`config.mk`:
```
export PLATFORM = sky130hd
export DESIGN_NAME = sprite_line_evaluator
export DESIGN_NICKNAME = d
export VERILOG_FILES = /design/src/rtl/sprite_line_evaluator.sv
export SDC_FILE = /design/constraint.sdc
export NUM_CORES = 1
export LEC_CHECK = 0
export CAP_MARGIN = 10
export CELL_PAD_IN_SITES_DETAIL_PLACEMENT = 1
export CELL_PAD_IN_SITES_GLOBAL_PLACEMENT = 2
export CORE_MARGIN = 2
export CORE_UTILIZATION = 45
export DETAILED_ROUTE_END_ITERATION = 8
export HOLD_SLACK_MARGIN = 0.05
export PLACE_DENSITY_LB_ADDON = 0.1
export SETUP_SLACK_MARGIN = 0.3
export SLEW_MARGIN = 20
export SYNTH_ARGS = -nofsm -noshare
export SYNTH_HDL_FRONTEND = slang
export SYNTH_SLANG_ARGS = --single-unit
export TNS_END_PERCENT = 5
```
`constraint.sdc`:
```
create_clock -name clk -period 6.4 [get_ports clk]
set_clock_uncertainty 0.15 [all_clocks]
set_input_delay 1.92 -clock clk [delete_from_list [all_inputs] [get_ports clk]]
set_output_delay 1.92 -clock clk [all_outputs]
set_load 0.005 [all_outputs]
```
`src/rtl/sprite_line_evaluator.sv`:
```
// Sprite line evaluator: shadow/active attribute tables, per-line hit scan during blanking.
// Optional SPRITE_STATUS_EN adds a registered Avalon read port for shadow entries and status.
module sprite_line_evaluator #(
  parameter int NUM_SPRITES  = 20,
  parameter int MAX_PER_LINE = 4,
  parameter int SPRITE_H     = 64,
  parameter int H_EVAL       = 640,
  parameter int V_TOTAL      = 525
) (
  input  logic                        clk,
  input  logic                        reset_n,
  input  logic                        avs_write,
  input  logic [4:0]                  avs_address,
  input  logic [23:0]                 avs_writedata,
`ifdef SPRITE_STATUS_EN
  input  logic                        avs_read,
  output logic [23:0]                 avs_readdata,
`endif
  input  logic [9:0]                  VGA_HCOUNT,
  input  logic [9:0]                  VGA_VCOUNT,
  output logic [24*MAX_PER_LINE-1:0]  line_sprites,
  output logic [MAX_PER_LINE-1:0]     line_valid,
  output logic                        line_update,
  output logic                        line_overflow
);

  localparam int IW = $clog2(NUM_SPRITES);
  localparam logic [4:0] COMMIT_ADDR = 5'(NUM_SPRITES);
  localparam logic [IW-1:0] LAST_IDX = IW'(NUM_SPRITES - 1);

  typedef enum logic [1:0] {
    S_IDLE,
    S_SWAP,
    S_SCAN,
    S_PUB
  } state_t;

  state_t                    r_state;
  logic [23:0]               r_shadow [NUM_SPRITES];
  logic [23:0]               r_active [NUM_SPRITES];
  logic                      r_pending;
  logic [9:0]                r_target;
  logic [IW-1:0]             r_idx;
  logic [24*MAX_PER_LINE-1:0] r_work;
  logic [MAX_PER_LINE-1:0]   r_wvalid;
  logic                      r_wovf;

  logic                      w_entry_wr;
  logic                      w_commit;
  logic                      w_trig;
  logic [9:0]                w_target;
  logic [23:0]               w_entry;
  logic [10:0]               w_y;
  logic [10:0]               w_tgt;
  logic                      w_hit;
  logic [MAX_PER_LINE-1:0]   w_first;

  assign w_entry_wr = avs_write && (avs_address < COMMIT_ADDR);
  assign w_commit   = avs_write && (avs_address == COMMIT_ADDR);
  assign w_trig     = (VGA_HCOUNT == 10'(H_EVAL));
  assign w_target   = (VGA_VCOUNT == 10'(V_TOTAL - 1)) ? 10'd0
                                                       : VGA_VCOUNT + 10'd1;

  // 11-bit compare so y+SPRITE_H past the visible area clips, never wraps
  assign w_entry = r_active[r_idx];
  assign w_y     = {2'b00, w_entry[8:0]};
  assign w_tgt   = {1'b0, r_target};
  assign w_hit   = (w_entry[23:19] != 5'd0)
                && (w_tgt >= w_y)
                && (w_tgt < w_y + 11'(SPRITE_H));

  // slots fill contiguously, so the first free slot is the lowest clear bit
  assign w_first = ~r_wvalid & {r_wvalid[MAX_PER_LINE-2:0], 1'b1};

  always_ff @(posedge clk or negedge reset_n) begin
    if (!reset_n) begin
      for (int i = 0; i < NUM_SPRITES; i++) r_shadow[i] <= '0;
    end else if (w_entry_wr) begin
      r_shadow[avs_address[IW-1:0]] <= avs_writedata;
    end
  end

  always_ff @(posedge clk or negedge reset_n) begin
    if (!reset_n) begin
      r_state       <= S_IDLE;
      r_pending     <= 1'b0;
      r_target      <= '0;
      r_idx         <= '0;
      r_work        <= '0;
      r_wvalid      <= '0;
      r_wovf        <= 1'b0;
      line_sprites  <= '0;
      line_valid    <= '0;
      line_update   <= 1'b0;
      line_overflow <= 1'b0;
      for (int i = 0; i < NUM_SPRITES; i++) r_active[i] <= '0;
    end else begin
      line_update <= 1'b0;
      if (w_commit) r_pending <= 1'b1;
      case (r_state)
        S_IDLE: begin
          if (w_trig) begin
            r_target <= w_target;
            r_idx    <= '0;
            r_work   <= '0;
            r_wvalid <= '0;
            r_wovf   <= 1'b0;
            if (w_target == 10'd0 && r_pending) r_state <= S_SWAP;
            else r_state <= S_SCAN;
          end
        end
        S_SWAP: begin
          for (int i = 0; i < NUM_SPRITES; i++) r_active[i] <= r_shadow[i];
          if (!w_commit) r_pending <= 1'b0;
          r_state <= S_SCAN;
        end
        S_SCAN: begin
          if (w_hit) begin
            if (&r_wvalid) begin
              r_wovf <= 1'b1;
            end else begin
              for (int i = 0; i < MAX_PER_LINE; i++) begin
                if (w_first[i]) begin
                  r_work[24*i +: 24] <= w_entry;
                  r_wvalid[i]        <= 1'b1;
                end
              end
            end
          end
          if (r_idx == LAST_IDX) r_state <= S_PUB;
          else r_idx <= r_idx + 1'b1;
        end
        S_PUB: begin
          line_sprites  <= r_work;
          line_valid    <= r_wvalid;
          line_overflow <= r_wovf;
          line_update   <= 1'b1;
          r_state       <= S_IDLE;
        end
        default: r_state <= S_IDLE;
      endcase
    end
  end

`ifdef SPRITE_STATUS_EN
  always_ff @(posedge clk or negedge reset_n) begin
    if (!reset_n) begin
      avs_readdata <= '0;
    end else if (avs_read) begin
      if (avs_address < COMMIT_ADDR)
        avs_readdata <= r_shadow[avs_address[IW-1:0]];
      else if (avs_address == COMMIT_ADDR)
        avs_readdata <= {22'b0, r_pending, line_overflow};
      else
        avs_readdata <= '0;
    end
  end
`endif

endmodule

```
After elaboration in Yosys (flattened, before gate mapping):

Cells that the tools add are included.

* register bits after elaboration: 1181
* latch bits: 0
* bits in writable memories: 0
* memory bits (read-only): 0
* bits of input ports: 52
* output and inout port bits: 102
* logic and storage cells: 144
* memories kept: 0

* $add $sub $neg: 3
* multiply operators: 0
* divide/modulo/power cells: 0
* magnitude comparators: 6
* eq/ne operators: 17
* shifts and indexed selects: 0
* mux-type cells: 38
* bitwise logic cells: 4
* reduce and logical (&&, ||, !) cells: 19

Operator list (count)
* $bwmux W480: 1
* $mux W96: 3
* $pmux W96 S2: 1
* $mux W24: 7
* $bmux W24 S5: 1
* $demux W24 S5: 1
* $eq A10 B10 Y1 const B: 2
* $ne A2 B2 Y1 const B: 10
* $reduce_and A5 Y1: 4
* $ge A6 B6 Y1 const B: 2
* $mux W4: 3
* $not A5 Y6: 2
* $mux W1: 11
* $add A10 B1 Y10 const B: 1
* $add A9 B7 Y10 const B: 1
* $eq A5 B5 Y1 const B: 2
* $ge A10 B9 Y1: 1
* $logic_not A10 Y1: 1
* $lt A10 B10 Y1: 1
* $mux W10: 1
* $mux W5: 2
* $pmux W5 S2: 1
* $pmux W2 S4: 1
* $pmux W4 S2: 1
* 16 further kinds: 26

Logic depth before layout (Yosys ltp):

* word-level depth: 9
* depth in mapped cells: 21
* depth with buffers taken out: 14

Worst setup path before layout:

Ideal clock, no wire load.

* kind: reg-to-reg
* start point: reg r_idx[0]
* end point: reg r_work[19]
* arrival time: 4.535 ns
* required time: 6.169 ns
* path slack: 1.634 ns
* cell stages (with the launch flop): 22
* path buffers: 7
* period minus slack after synthesis: 4.766 ns
* cell sequence: dfrtp_1 -> buf_6 -> buf_6 -> buf_4 -> buf_2 -> mux4_2 -> mux2i_1 -> o21ai_0 -> o21ai_0 -> inv_1 -> ha_1 -> inv_1 -> ha_1 -> a21o_1 -> a21oi_1 -> and3b_1 -> or2_2 -> clkbuf_1 -> or4_4 -> buf_6 -> buf_6 -> o22ai_2

* cells in the longest elaborated chain, start to end: 9
* elaborated cells between the ends (all ways): 16

Ends and longest elaborated chain
* start, declared: RTL line 43 `logic [IW-1:0] r_idx;`
* start signal, assigned: RTL line 131 `else r_idx <= r_idx + 1'b1;`
* $not A5 Y6 (implied by the code) *: RTL line 65 `assign w_entry = r_active[r_idx];`
* $bmux W24 S5 *: RTL line 65
* $mux W24 (implied by the code) * (2 in a row): RTL line 65
* $add A9 B7 Y10 (tied with other cells): RTL line 70 `&& (w_tgt < w_y + 11'(SPRITE_H));`
* $lt A10 B10 Y1 or $logic_and A1 B1 Y1 (tied branches): RTL line 70, 69
* $logic_and A1 B1 Y1: RTL line 70
* $ne A2 B2 Y1 (no source line)
* $reduce_and A5 Y1 (no source line)
* end signal, assigned by index: RTL line 124 `r_work[24*i +: 24] <= w_entry;`
* end, declared: RTL line 44 `logic [24*MAX_PER_LINE-1:0] r_work;`

Mark *: on every way between the ends. The rest lies on a longest branch, timed or not. The select of a mux whose other input is x is not followed.
A chain may end at the register's enable or synchronous reset.

Worst setup path in the final report:

* start point: reg r_idx[2]
* end point: reg r_work[87]

The elaborated chain is that of the path after synthesis.

==> impl_metrics.yaml <==
status:
  outcome: "finished clean"
setup_path:
  cp.buffers_inverters: 2
  slowest_stage: "nand3_1"
  critPathTopFamily: "compound AO/OA/AOI/OAI gates"
  arrival_ns: 6.01
  max_stage_delay_ns: 0.80
  endpoint_kind: "register"
  start_kind: "register"
  crit_chain: "buf_4, mux2i_1, o22ai_1, o21ai_0, inv_1, ha_1, xor2_1, ha_1, nor3_1, o211ai_1, and3b_1, nor2_1, nand3_1, a32o_1"
  cp_data_required_time_ns: 6.85
  path_max_fanout: 24
  crit_type: "register to register"
  path_common_cell: "ha_1"
power:
  vdd.ir_drop.worst_v: 0.000238
  p_leak_nw: 25.6
  finalPower_mw: 26.7
  powerDensity_nw_per_um2: 472
timing:
  max-slew-margin-rel_pct: 23.4
  setup_viol: 0
  worstMarginPinSlew_ns: 1.15
  tns_ns: 0
  grt_setup_unrepaired: "false"
  fin_crit_sh_pct: 86.8
  max_freq_mhz: 180
  slew_violations: 0
  hold_viol: 0
  worst_slack_ns: 0.846
  finalCriticalPeriod_ns: 5.55
  holdWs_ns: 0.343
floorplan:
  fp.dieW_um: 333
  dieArea_um2: 111000
  ios: 154
  num_rows: 120
  core_um2: 107000
  fp.dieH_um: 333
  start_util_pct: 45.5
min_path:
  hold_path.class: "register to register"
drt:
  drc: 0
  dr_total_vias: 27300
  drt_pass1_iterations: 5
  wl_per_cell_um: 26.2
  wl_mm: 125
  antenna_left: 0
  drt_iter0_markers: 1621
  via_per_inst: 5.71
clock_network:
  cts_tree: "yes"
  cts_hold_buffers: 0
  cts.sinks: 1181
  cts_resized: 0
  insertion_delay_ns: 0.73
  cts_buffers: 134
  post-cts-setup-buffer-count: 0
  clkSlewWorstSetupHoldPaths_ns: 0.06
  cts-root-buf: "clkbuf_16"
  h-tree-depth: 4
  cts_max_path_buffers: 3
global_routing:
  antenna_found_initial: 8
  grt_busiest_layer: "met2"
  met1_usage_pct: 31.8
  grt_max_degree: 168
  use_met2_pct: 36.9
  grtUsageMet3_pct: 4.27
  grt_pass1_vias: 30200
  overflow: 0
  track_usage_pct: 23.0
  grt_pass1_wl_mm: 193
logic_synthesis:
  synth.distinct_cells: 56
  syn_area_um2: 48900
  ys_seq_elements: 1181
  synth.yosys.seq_area_share_pct: 60.5
  syn_avg_cell_area_um2: 15.6
  yosysWarnings: 0
  ys.flop_type: "dfrtp_1"
  async_flop_share_pct: 100
  synth_nets: 3205
  synthCells: 3131
  synth-edff-count: 0
placed_design:
  dp_hpwl_mm: 75.7
  post-place-ws_ns: 0.847
  port_buffers: 153
  placedCellCount: 4527
  gp_congestion: 0.794
layout:
  final_nets: 3334
  seq_area_um2: 29600
  nFillCells: 9883
  finalNonFillerCells: 4774
  multi_input_area_um2: 18300
  synthToLayoutAreaGrowth_pct: 15.6
  drive_gt1_share_pct: 45.6
run:
  maxCapViolCount: 0
==> layout by cell type, fill, tap and decap left out, types with 7 or more instances in the layout <==
| cell | instances |
|---|---|
| clkbuf_8 | 34 |
| o22ai_1 | 28 |
| nand2b_1 | 8 |
| a22oi_1 | 7 |
| mux2i_1 | 48 |
| ha_1 | 20 |
| nor2b_1 | 7 |
| nand2_2 | 11 |
| a22o_1 | 7 |
| o21ai_0 | 45 |
| nand2_1 | 61 |
| clkbuf_1 | 30 |
| mux4_2 | 118 |
| inv_6 | 8 |
| a21oi_1 | 13 |
| a32o_1 | 72 |
| clkbuf_16 | 139 |
| mux2_2 | 1066 |
| buf_4 | 73 |
| nand3_1 | 21 |
| clkinv_2 | 20 |
| o22ai_2 | 17 |
| buf_12 | 8 |
| dfrtp_1 | 1176 |
| nor3_1 | 14 |
| inv_1 | 34 |
| nor2_1 | 39 |
| clkdlybuf4s50_1 | 152 |
==> metrics by stage <==
stage | utilization (%) | cell area [um2]
final | 52.6 | 56500
after CTS | 52.6 | 56400
after global placement | 48.4 | 52000
after detailed placement | 48.4 | 52000
after floorplan | - | 48900
after global routing | 52.6 | 56500
==> final cells by class <==
class                   count  share of cell area [%]
diodes                      6                  0.0266
clock buffers             203                    7.19
clock inverters            38                   0.671
inverters                  34                   0.226
multi-input cells        1674                    32.4
flip-flops and latches   1181                    52.4
well taps                1403                    3.11
repair buffers            235                    4.00
==> flip-flops by register name, summed over array words and instances, names as in the netlist, 2 cells and up <==
name and count:
line_sprites 96, line_valid 4, r_active 480, r_idx 5, r_shadow 480, r_state 2
r_target 10, r_work 96, r_wvalid 4
==> tightest hold or removal path: stages, from the launching register on <==
cell and delay [ns]:
dfrtp_1 0.35, nand2_1 0.06, o31ai_1 0.06
==> worst paths after layout <==
| check | from | endpoint | slack, ns | depth (start not counted) |
|---|---|---|---|---|
| hold / removal | r_target[2] | r_target[2] | 0.34 | 2 |
| hold reg to reg | r_target[2] | r_target[2] | 0.34 | 2 |
| setup reg to reg | r_idx[2] | r_work[87] | 0.85 | 14 |
| min in group asynchronous | reset_n | line_sprites[57] | 1.08 | 1 |
| setup / recovery | r_idx[2] | r_work[87] | 0.85 | 14 |
| max in group asynchronous | reset_n | r_shadow[419] | 3.62 | 2 |
==> per-layer routing <==
| metal | wire length [um] | vias to the layer above | part of all wire [%] |
|---|---|---|---|
| li1 | - | 11700 | - |
| met1 | 56600 | 14900 | 45 |
| met2 | 60300 | 499 | 48 |
| met3 | 5100 | 191 | 4.1 |
| met4 | 3200 | 4 | 2.6 |
| met5 | 27 | - | 0.022 |
==> report_power, final <==
part | switching (mW) | leakage [nW] | total [mW] | internal [mW]
combinational | 3.60 | 8.02 | 7.78 | 4.18
clock | 3.05 | 2.20 | 7.64 | 4.58
sequential | 1.46 | 15.4 | 11.3 | 9.80
==> kinds of logic after synthesis <==
logic type	Yosys count	share of synthesized area (%)
multiplexers	1232	31.0
flip-flops	1181	60.5
buffers and inverters	276	2.33
AO/OA/AOI/OAI	214	3.50
AND/OR/NAND/NOR	197	1.96
adder cells (fa/ha/maj)	22	0.563
XOR/XNOR	9	0.161
==> Yosys cell counts, types with 5 or more instances <==
cell | number | area [um2]
nor2_1 | 40 | 150
a32o_1 | 72 | 721
buf_2 | 28 | 140
nand3_1 | 21 | 105
xnor2_1 | 5 | 43.8
inv_1 | 34 | 128
o22ai_2 | 17 | 213
nand2_1 | 72 | 270
clkbuf_1 | 193 | 724
nand2b_1 | 8 | 50.1
nor3b_1 | 5 | 37.5
mux4_2 | 118 | 2660
ha_1 | 22 | 275
nor4_1 | 5 | 31.3
a21oi_1 | 13 | 65.1
nor2b_1 | 8 | 50.1
o21ai_0 | 48 | 240
buf_6 | 6 | 67.6
dfrtp_1 | 1181 | 29600
mux2_2 | 1066 | 12000
a22oi_1 | 7 | 52.6
nor3_1 | 16 | 80.1
a22o_1 | 7 | 61.3
o22ai_1 | 28 | 175
buf_1 | 11 | 41.3
mux2i_1 | 48 | 480
(Power assumes the default switching activity.)
